<file path="src/rtl/run_ctrl.sv">
// run_ctrl: debug run/step/breakpoint controller that issues CPU start/stop pulses.
// Ports:
//   clk, rst_n              clock, asynchronous active-low reset
//   init_calib_complete     memory calibration done
//   cmd_valid/cmd_ready     command handshake; cmd_op 00 RUN, 01 STOP, 10 STEP, 11 SETBP
//   cmd_adr, cmd_cnt        start/breakpoint address, step count (bit0 = bp enable on SETBP)
//   pc_id, pc_valid_id      ID-stage PC and valid; stall blocks retirement
//   cpu_run_state           CPU running status; cpu_stopping CPU still winding down
//   cpu_start, start_adr    one-cycle start pulse and its address
//   quit_cmd                one-cycle stop pulse
//   bp_hit                  last stop came from the breakpoint (sticky)
//   instr_cnt               retired instructions since the last start
//   ctrl_state              FSM state code
module run_ctrl (
   input  logic        clk,
   input  logic        rst_n,
   input  logic        init_calib_complete,
   input  logic        cmd_valid,
   output logic        cmd_ready,
   input  logic [1:0]  cmd_op,
   input  logic [31:2] cmd_adr,
   input  logic [15:0] cmd_cnt,
   input  logic [31:2] pc_id,
   input  logic        pc_valid_id,
   input  logic        stall,
   input  logic        cpu_run_state,
   input  logic        cpu_stopping,
   output logic        cpu_start,
   output logic [31:2] start_adr,
   output logic        quit_cmd,
   output logic        bp_hit,
   output logic [31:0] instr_cnt,
   output logic [2:0]  ctrl_state
);
   localparam logic [2:0] S_IDLE = 3'd0, S_WAIT = 3'd1, S_RUN = 3'd2, S_STEP = 3'd3, S_STOP = 3'd4;
   logic [2:0]  state, state_nxt;
   logic        start_nxt, quit_nxt;
   logic        rdy, dw, lo, pend_step, bp_en;
   logic [31:2] bp_adr;
   logic [15:0] step_cnt;
   logic        acc, ret, is_go, op_stop, op_step, run_like, bp_match, stop_any, abort, go_acc;
   assign acc      = cmd_valid & cmd_ready;
   assign ret      = pc_valid_id & ~stall;
   assign is_go    = ~cmd_op[0];
   assign op_step  = cmd_op == 2'b10;
   assign op_stop  = cmd_op == 2'b01;
   assign run_like = (state == S_RUN) | (state == S_STEP);
   assign bp_match = ret & bp_en & (pc_id == bp_adr);
   assign stop_any = (acc & op_stop) | bp_match | ((state == S_STEP) & ret & (step_cnt == 16'd1));
   // Lost calibration or a CPU that never reports running abandons the run silently.
   assign abort    = ~init_calib_complete | (~cpu_start & ~cpu_run_state & lo);
   assign go_acc   = acc & is_go & (state == S_IDLE);
   always_ff @(posedge clk or negedge rst_n)
      if (!rst_n) state <= S_IDLE;
      else state <= state_nxt;
   always_comb begin
      state_nxt = S_IDLE;
      start_nxt = 1'b0;
      quit_nxt  = 1'b0;
      case (state)
         S_IDLE: begin
            state_nxt = go_acc ? (init_calib_complete ? (op_step ? S_STEP : S_RUN) : S_WAIT) : S_IDLE;
            start_nxt = go_acc & init_calib_complete;
         end
         S_WAIT: begin
            state_nxt = (acc & op_stop) ? S_IDLE : init_calib_complete ? (pend_step ? S_STEP : S_RUN) : S_WAIT;
            start_nxt = ~(acc & op_stop) & init_calib_complete;
         end
         S_RUN, S_STEP: begin
            state_nxt = abort ? S_IDLE : stop_any ? S_STOP : state;
            quit_nxt  = ~abort & stop_any;
         end
         S_STOP: state_nxt = (dw & ~cpu_stopping) ? S_IDLE : S_STOP;
         default: state_nxt = S_IDLE;
      endcase
   end
   always_comb begin
      cmd_ready  = rdy & (state != S_STOP);
      ctrl_state = state;
   end
   always_ff @(posedge clk or negedge rst_n)
      if (!rst_n) begin
         rdy       <= 1'b0;
         cpu_start <= 1'b0;
         quit_cmd  <= 1'b0;
         dw        <= 1'b0;
         lo        <= 1'b0;
         pend_step <= 1'b0;
         bp_en     <= 1'b0;
         bp_adr    <= '0;
         start_adr <= '0;
         step_cnt  <= '0;
         instr_cnt <= '0;
         bp_hit    <= 1'b0;
      end else begin
         rdy       <= 1'b1;
         cpu_start <= start_nxt;
         quit_cmd  <= quit_nxt;
         // dw marks that STOPPING has already lasted one cycle; lo marks one low run-state cycle.
         dw        <= state == S_STOP;
         lo        <= run_like & ~cpu_start & ~cpu_run_state;
         if (acc & (cmd_op == 2'b11)) begin
            bp_adr <= cmd_adr;
            bp_en  <= cmd_cnt[0];
         end
         if (go_acc) begin
            start_adr <= cmd_adr;
            pend_step <= op_step;
         end
         if (go_acc & op_step) step_cnt <= (cmd_cnt == 16'd0) ? 16'd1 : cmd_cnt;
         else if ((state == S_STEP) & ret & ~stop_any) step_cnt <= step_cnt - 16'd1;
         if (start_nxt) begin
            instr_cnt <= '0;
            bp_hit    <= 1'b0;
         end else begin
            if (run_like & ret) instr_cnt <= instr_cnt + 32'd1;
            if (run_like & ~abort & bp_match) bp_hit <= 1'b1;
         end
      end
endmodule

</file>
<file path="config.mk">
export PLATFORM = sky130hd
export DESIGN_NAME = run_ctrl
export DESIGN_NICKNAME = d
export VERILOG_FILES = /design/src/rtl/run_ctrl.sv
export SDC_FILE = /design/constraint.sdc
export NUM_CORES = 1
export LEC_CHECK = 0
export CAP_MARGIN = 20
export CORE_ASPECT_RATIO = 1.4
export CORE_MARGIN = 2
export CORE_UTILIZATION = 49
export DETAILED_ROUTE_END_ITERATION = 16
export GPL_ROUTABILITY_DRIVEN = 0
export PLACE_DENSITY = 0.84
export SLEW_MARGIN = 25
export SYNTH_ARGS = -nofsm -noshare
export SYNTH_HDL_FRONTEND = slang
export SYNTH_SLANG_ARGS = --single-unit
</file>
<file path="constraint.sdc">
create_clock -name clk -period 3 [get_ports clk]
set_input_delay 0.6 -clock clk [delete_from_list [all_inputs] [get_ports clk]]
set_output_delay 0.6 -clock clk [all_outputs]
set_load 0.1 [all_outputs]
</file>
==> results of run 1 <==
layout by cell type, fill, tap and decap left out, types with 9 or more instances in the layout:
master,instances
dfrtp_1,119
buf_4,89
clkdlybuf4s50_1,84
mux2_2,59
nor2_1,56
xor2_1,40
nand2_1,28
xnor2_1,18
clkbuf_16,17
nand3_1,15
o21ai_0,15
nand4_1,14
nor3_1,10
or3_1,9
flip-flops by register name, indices dropped and copies added (netlist names):
| register | count |
|---|---|
| pend_step | 1 |
| step_cnt | 16 |
| rdy | 1 |
| dw | 1 |
| bp_en | 1 |
| lo | 1 |
| instr_cnt | 32 |
| start_adr | 30 |
| bp_adr | 30 |
| cpu_start | 1 |
| ctrl_state | 3 |
| bp_hit | 1 |
| quit_cmd | 1 |
layer usage:
layer	track usage [%]	vias up	part of all wire, %	wire [um]
li1	-	2168	-	-
met1	27.6	2329	38	5500
met2	42.8	145	54	7880
met3	6.40	20	6.0	875
met4	9.37	0	1.8	262
met5	0	-	0	0
report_power, final:
group / total [mW] / internal (mW) / switching (mW)
logic: 3.26 / 0.921 / 2.34
registers: 2.45 / 2.08 / 0.361
clock network: 2.12 / 1.43 / 0.684
final cells by class:
type,instances,area share (%)
inverter,8,0.378
clock inverter,8,1.83
multi-input combinational,361,33.0
timing repair buffer,173,19.0
sequential,119,37.5
tap,144,2.27
clock buffer,24,5.95
critical path: cells and delay by family, from the launching register on:
kind                   cells  cell delay [ps]
buffers and inverters      1              260
flip-flops                 1              400
AO/OA/AOI/OAI              2              480
AND/OR/NAND/NOR            3             1230
path summary, 6_finish.rpt:
kind | endpoint | slack [ps] | depth (start not counted)
max in group asynchronous | bp_adr[19]$_DFFE_PN0P_ | 2000 | 2
hold / removal | instr_cnt[14]$_DFFE_PN0P_ | 190 | 1
setup reg to reg | step_cnt[1]$_DFFE_PN0P_ | 470 | 6
setup / recovery | step_cnt[1]$_DFFE_PN0P_ | 470 | 6
hold reg to reg | pend_step$_DFFE_PN0N_ | 480 | 2
min in group clk | pend_step$_DFFE_PN0N_ | 480 | 2
through the flow:
stage	hold WS, ps	area, um2
finish	187	7930
global route	227	7930
CTS	211	7930
detailed placement	477	7320
global placement	464	7320
floorplan	304	5740
kinds of logic after synthesis:
family,count (synthesis)
compound gates,58
fa+ha+maj,3
xor+xnor,58
mux,61
flops,119
simple gates,180
other cells,1
buf+inv,28
==> impl_metrics.ini, run 1 <==
[floorplanning]
coreArea_um2 = 11400
die_y_um = 132
rows = 46
die_w_um = 95.5
die-area_um2 = 12600
pin_count = 155
initial_utilization_pct = 50.4

[yosys]
syn_nets = 597
synth-edff-count = 0
synth.avg_cell_area_um2 = 11.3
synth-seq-cells = 119
synthCells = 508
synthMuxAreaShare_pct = 11.9
synth_fa_ha_area_share_pct = 0.654
async_flop_share_pct = 100
synth_compound_area_share_pct = 7.23
yosysMostFrequentCell = dfrtp_1
yosys-top-cells-area = dfrtp_1 52%, mux2_2 12%, xor2_1 6.1%
synthDistinctLibCells = 56
synth_xor_xnor_area_share_pct = 8.85
ys_top_cells_by_count = 119 x dfrtp_1, 59 x mux2_2, 56 x nor2_1
yosysTopAreaCell = dfrtp_1
yosysTopAreaCellShare_pct = 51.9
synth_top_family_by_area = simple AND/OR/NAND/NOR gates
ys.flop_type = dfrtp_1
synth_warnings = 0
ys_seq_area_share_pct = 51.9
syn_area_um2 = 5740
synth-simple-area-share_pct = 16.6

[global_route]
antenna_found_initial = 0
grt_pass1_vias = 5020
grt_start_max_net_pins = 47
grtUsageTotal_pct = 24.3
grt_pass1_wl_um = 24000
grt.overflow.total = 0

[worst_setup_path]
path_max_fanout = 15
critical_path_required_ps = 3240
startpoint = step_cnt[10]$_DFFE_PN0P_
startpoint_type = flip-flop
cpMaxStageDelayCell = or4_4
end_kind = flip-flop
cp.arrival_ps = 2770
crit_chain = or4_4, or4_4, o31ai_4, buf_4, or2_2, o311ai_0
crit_type = reg2reg
r2r_start = step_cnt[10]$_DFFE_PN0P_
cpPeakStageDelay_ps = 560
cpMostUsedCell = or4_4

[cts]
postCtsSetupBuffers = 0
cts_resized = 0
cts_tree = yes
cts-root-buf = clkbuf_16
clock_latency_ps = 410
cts_max_level = 4
clock_sinks = 119
path_clk_slew_ps = 60
hold_buffers = 0
cts_max_path_buffers = 2
numCtsBuffers = 17

[min_path]
hp-class = in2async

[timing]
worst_pin_slew_ps = 606
clock.fmax_ghz = 0.395
rsz0062_at_grt = false
slew_violations = 0
setup_viol = 0
slew_headroom_pct = 59.6
period_minus_slack_ps = 2530
tns_ps = 0
layout_setup_ws_ps = 469
finalHoldViolCount = 0
fin_skew_ps = 17.5
finalCritPeriodShare_pct = 84.4

[drt]
dr.pass1.iters = 5
drc = 0
wl_per_cell_um = 17.3
vias = 4662
drt_wl_total_um = 14500
drtAntennaViolNets = 0
initialDrtViolationCount = 177
via_per_inst = 5.57

[finish]
syn2layout_area_growth_pct = 38.2
multi_input_area_um2 = 2620
regArea_um2 = 2980
diodes = 0
stdcell_count = 837
drive_gt1_share_pct = 28.1
nets = 769
final_util_pct = 69.6
fillers = 826

[power_and_ir_drop]
leakage_nw = 3.55
ir_drop_v = 0.000847
total_power_mw = 7.82
power_per_cell_area_nw_per_um2 = 986

[placed_design]
dp_slack_ps = -15.4
numPortBuffers = 154
dp.cells = 805
dp_hpwl_um = 10700

[run_status]
status = complete, no violations

[job]
cap_violations = 0
(Power assumes the default switching activity.)
==> inputs of run 2 (changes only) <==
- CORE_UTILIZATION: 49 -> 44
- PLACE_DENSITY: 0.84 -> 0.8
- clock period: 3 -> 2.31 ns (I/O delays scaled with it)
==> impl_metrics.ini, run 2 (synthesis results as in run 1) <==
[worst_setup_path]
path_max_fanout = 7
crit_type = reg2reg
cp.arrival_ps = 2690
regToRegEndpoint = step_cnt[5]$_DFFE_PN0P_
cpMaxStageDelayCell = or4_4
critical_path_required_ps = 2630
reg2reg_depth = 7
crit_chain = or4_4, or4_4, o31ai_4, buf_6, buf_12, o31ai_2, a31oi_1
cpMostUsedCell = or4_4
cp-endpoint = step_cnt[5]$_DFFE_PN0P_
end_kind = flip-flop
startpoint_type = flip-flop
startpoint = step_cnt[10]$_DFFE_PN0P_
r2r_slack_ps = -70
cpPeakStageDelay_ps = 550
cp.depth = 7
cp.buffers_inverters = 2
cpLargestDelayFamily = simple AND/OR/NAND/NOR gates
r2r_start = step_cnt[10]$_DFFE_PN0P_

[finish]
final_cell_mix = 102 x buf_4, 100 x dfrtp_1, 82 x clkdlybuf4s50_1
stdcell_count = 869
reg_top3 = instr_cnt x32, bp_adr x30, start_adr x30
drive_gt1_share_pct = 36.6
largest_reg_flops = 32
syn2layout_area_growth_pct = 47.3
nets = 793
regMostFlops = instr_cnt
mostFrequentLayoutCell = buf_4
diodes = 0

[global_route]
grt_pass1_wl_um = 24900
grt.overflow.total = 0
antenna_found_initial = 0
grt_start_max_net_pins = 65
grtUsageTotal_pct = 22.4
grt_pass1_vias = 5040

[timing]
slew_violations = 0
setup_viol = 10
period_minus_slack_ps = 2380
fin_skew_ps = 10.3
worst_pin_slew_ps = 555
slew_headroom_pct = 62.5
layout_setup_ws_ps = -67.4
tns_ps = -330
rsz0062_at_grt = true
finalCritPeriodShare_pct = 103
clock.fmax_ghz = 0.421
finalHoldViolCount = 0

[cts]
clock_latency_ps = 400
cts_max_level = 4
cts_tree = yes
numCtsBuffers = 17
path_clk_slew_ps = 50
cts_max_path_buffers = 2
clock_sinks = 119
cts-root-buf = clkbuf_16

[run_status]
status = finished, violations left
failed_checks = negative setup slack

[power_and_ir_drop]
clkPwrFrac_pct = 26.3
switching_share_pct = 43.1
p_int_mw = 5.97
total_power_mw = 10.5
leakage_nw = 3.74
power_frac_seq_pct = 30.3
ir_drop_v = 0.00131
p_comb_share_pct = 43.5
power_per_cell_area_nw_per_um2 = 1240
netSwitchingPower_mw = 4.53

[min_path]
hp-class = reg2reg

[floorplanning]
pin_count = 155
die-area_um2 = 14000
coreArea_um2 = 12800
die_w_um = 101
initial_utilization_pct = 44.8
die_y_um = 139
rows = 49

[placed_design]
numPortBuffers = 154
dp_hpwl_um = 10800
dp.cells = 832

[drt]
wl_per_cell_um = 17.3
drt_wl_total_um = 15100
drc = 0
drtAntennaViolNets = 0
via_per_inst = 5.44
initialDrtViolationCount = 166
dr.pass1.iters = 4
vias = 4724

[job]
cap_violations = 0
run 2: worst reg2reg max path, stage by stage, from the launching register on:
cell,delay (ps)
dfrtp_1,380
or4_4,550
or4_4,490
o31ai_4,300
buf_6,210
buf_12,120
o31ai_2,60
a31oi_1,190
run 2: what timing repair did:
item / 4_1_cts / 5_1_grt
gates resized for setup: 9 / 28
hold endpoints to repair: 4 / 0
buffers inserted: 2 / 3
pin swaps: 7 / 11
setup endpoints to repair: 21 / 20
hold buffers: 1 / 0
run 2: routing by layer:
layer / up-vias / part of all wire (%) / track usage [%]
met4: 0 / 2.6 / 9.73
met3: 26 / 4.7 / 5.39
met5: - / 0 / 0
met1: 2354 / 40 / 26.2
met2: 137 / 53 / 38.8
li1: 2207 / - / -
run 2: power by group through the flow:
stage | combinational (mW) | sequential [mW] | clock (mW)
detailed placement | 4.40 | 3.19 | 0
CTS | 4.43 | 3.17 | 2.80
global route | 4.76 | 3.27 | 2.91
finish | 4.57 | 3.18 | 2.76
floorplan | 1.05 | 5.31 | 0
global placement | 4.33 | 3.15 | 0
run 2: area by class of cell:
| type | instances | area, um2 |
|---|---|---|
| fillers | 905 | 4350 |
| flip-flops and latches | 119 | 3010 |
| multi-input cells | 361 | 2800 |
| repair buffers | 197 | 1800 |
| clock buffers | 24 | 512 |
| well taps | 153 | 191 |
| clock inverters | 7 | 116 |
| inverters | 8 | 30.0 |
run 2: stage by stage:
step	hold slack [ps]	setup WS, ps	instance area, um2	util, %
finish	492	-67.4	8460	66.0
global route	507	-168	8460	66.0
CTS	496	-16.9	8290	64.7
detailed placement	423	-557	7580	59.1
global placement	419	-624	7580	59.1
floorplan	166	-83.8	5790	-
run 2: worst min-delay path by stage:
stage	startpoint	slack [ps]	cells past startpoint	endpoint
6_report	pend_step$_DFFE_PN0N_	490	2	pend_step$_DFFE_PN0N_
5_1_grt	pend_step$_DFFE_PN0N_	510	2	pend_step$_DFFE_PN0N_
2_1_floorplan	rst_n	170	0	bp_adr[10]$_DFFE_PN0P_
3_5_place_dp	rst_n	420	1	instr_cnt[10]$_DFFE_PN0P_
3_3_place_gp	rst_n	420	1	instr_cnt[10]$_DFFE_PN0P_
4_1_cts	pend_step$_DFFE_PN0N_	500	2	pend_step$_DFFE_PN0N_
==> inputs of run 3 (changes only) <==
- CORE_MARGIN: 2 -> 1.5
- REMOVE_ABC_BUFFERS: unset -> 1
==> impl_metrics.ini, run 3 (synthesis results as in run 1) <==
[run_status]
status = finished, violations left
failed_checks = negative setup slack

[finish]
reg_top3 = instr_cnt x32, bp_adr x30, start_adr x30
drive_gt1_share_pct = 32.4
final_cell_mix = 119 x dfrtp_1, 103 x buf_4, 84 x clkdlybuf4s50_1
mostFrequentLayoutCell = dfrtp_1
diodes = 0
final_area_um2 = 8260
nets = 791
largest_reg_flops = 32
stdcell_count = 868
regMostFlops = instr_cnt
syn2layout_area_growth_pct = 43.9
final_util_pct = 64.5

[cts]
clock_latency_ps = 410
cts_max_path_buffers = 2
cts_tree = yes
path_clk_slew_ps = 60
clock_sinks = 119
cts-root-buf = clkbuf_16
cts_max_level = 4
numCtsBuffers = 17

[timing]
setup_viol = 5
slew_violations = 0
worst_pin_slew_ps = 638
period_minus_slack_ps = 2350
finalHoldViolCount = 0
rsz0062_at_grt = true
fin_skew_ps = 10.6
layout_setup_ws_ps = -44.2
slew_headroom_pct = 57.5
clock.fmax_ghz = 0.425
finalCritPeriodShare_pct = 102

[worst_setup_path]
regToRegEndpoint = ctrl_state[0]$_DFFE_PN0P_
startpoint_type = flip-flop
cp-endpoint = ctrl_state[0]$_DFFE_PN0P_
r2r_start = step_cnt[9]$_DFFE_PN0P_
crit_type = reg2reg
reg2reg_depth = 6
path_max_fanout = 3
r2r_slack_ps = -40
cp.arrival_ps = 2650
startpoint = step_cnt[9]$_DFFE_PN0P_
critical_path_required_ps = 2600
end_kind = flip-flop

[power_and_ir_drop]
ir_drop_v = 0.000927
leakage_nw = 3.69
total_power_mw = 10.3
power_per_cell_area_nw_per_um2 = 1250

[global_route]
grt_pass1_wl_um = 24200
grt_pass1_vias = 4971
grt_start_max_net_pins = 120
grt.overflow.total = 0
antenna_found_initial = 0
grtUsageTotal_pct = 22.2

[drt]
initialDrtViolationCount = 248
dr.pass1.iters = 4
drc = 0
vias = 4771
drtAntennaViolNets = 0
wl_per_cell_um = 17.4
drt_wl_total_um = 15100
via_per_inst = 5.50

[placed_design]
dp_hpwl_um = 10700
numPortBuffers = 154
dp.cells = 833
place_area_um2 = 7520

[floorplanning]
die_y_um = 138
die_w_um = 99.5
rows = 49
pin_count = 155
coreArea_um2 = 12800
initial_utilization_pct = 44.8
die-area_um2 = 13800

[min_path]
hp-class = in2async

[job]
cap_violations = 0
run 3: cell count changes in the layout (fill, tap and decap cells not counted), sizes merged:
| cell | before | now |
|---|---|---|
| buf | 112 | 111 |
| inv | 8 | 9 |
| clkbuf | 24 | 21 |
| dlymetal6s2s | 2 | 0 |
| clkdlybuf4s50 | 82 | 84 |
| dlygate4sd3 | 1 | 0 |
| clkinvlp | 1 | 5 |
| clkinv | 3 | 2 |
run 3: per-stage QoR:
step / TNS [ps] / setup WS, ps / hold slack (ps)
6_report: -126 / -44.2 / 130
5_1_grt: -990 / -99.9 / 178
4_1_cts: -79.4 / -32.7 / 175
2_1_floorplan: -97680 / -1540 / 166
3_5_place_dp: -9260 / -439 / 476
3_3_place_gp: -8580 / -427 / 466
run 3: where the power goes:
| part | total [mW] | switching (mW) | leakage, nW | internal, mW |
|---|---|---|---|---|
| Combinational | 4.46 | 3.13 | 1.90 | 1.33 |
| Clock | 2.72 | 0.938 | 0.288 | 1.78 |
| Sequential | 3.16 | 0.452 | 1.50 | 2.71 |
run 3: how the worst min path moves through the flow:
| stage | endpoint | startpoint | depth (start not counted) |
|---|---|---|---|
| floorplan | bp_adr[10]$_DFFE_PN0P_ | rst_n | 0 |
| global placement | pend_step$_DFFE_PN0N_ | pend_step$_DFFE_PN0N_ | 2 |
| detailed placement | bp_en$_DFFE_PN0P_ | bp_en$_DFFE_PN0P_ | 2 |
| CTS | instr_cnt[1]$_DFFE_PN0P_ | rst_n | 2 |
| global route | cpu_start$_DFF_PN0_ | rst_n | 2 |
| finish | cpu_start$_DFF_PN0_ | rst_n | 2 |
run 3: per-layer routing:
metal,wire (um),global-route usage [%],vias to the layer above
met4,415,8.75,0
met2,8300,40.0,152
li1,-,-,2218
met5,0,0,-
met1,5770,25.2,2367
met3,603,5.11,34
run 3: area by class of cell:
| cell class | instances | area (um2) |
|---|---|---|
| clock buffer | 21 | 470 |
| clock inverter | 11 | 146 |
| fill | 1010 | 4550 |
| inverter | 8 | 30.0 |
| multi-input combinational | 361 | 2710 |
| sequential | 119 | 2980 |
| tap | 153 | 191 |
| timing repair buffer | 195 | 1740 |
run 3: critical path: stages (launching register included):
cell	delay, ps
dfrtp_1	400
or4_4	520
or4_4	480
nor3_2	250
a21o_1	160
nor2_1	60
a311o_1	340
run 3: timing repair:
action,4_1_cts,5_1_grt
setup endpoints to repair,13,19
endpoints found under the hold margin,0,0
resized for setup,11,12
pin swaps,2,7
buffers inserted,2,2
hold buffers,0,0
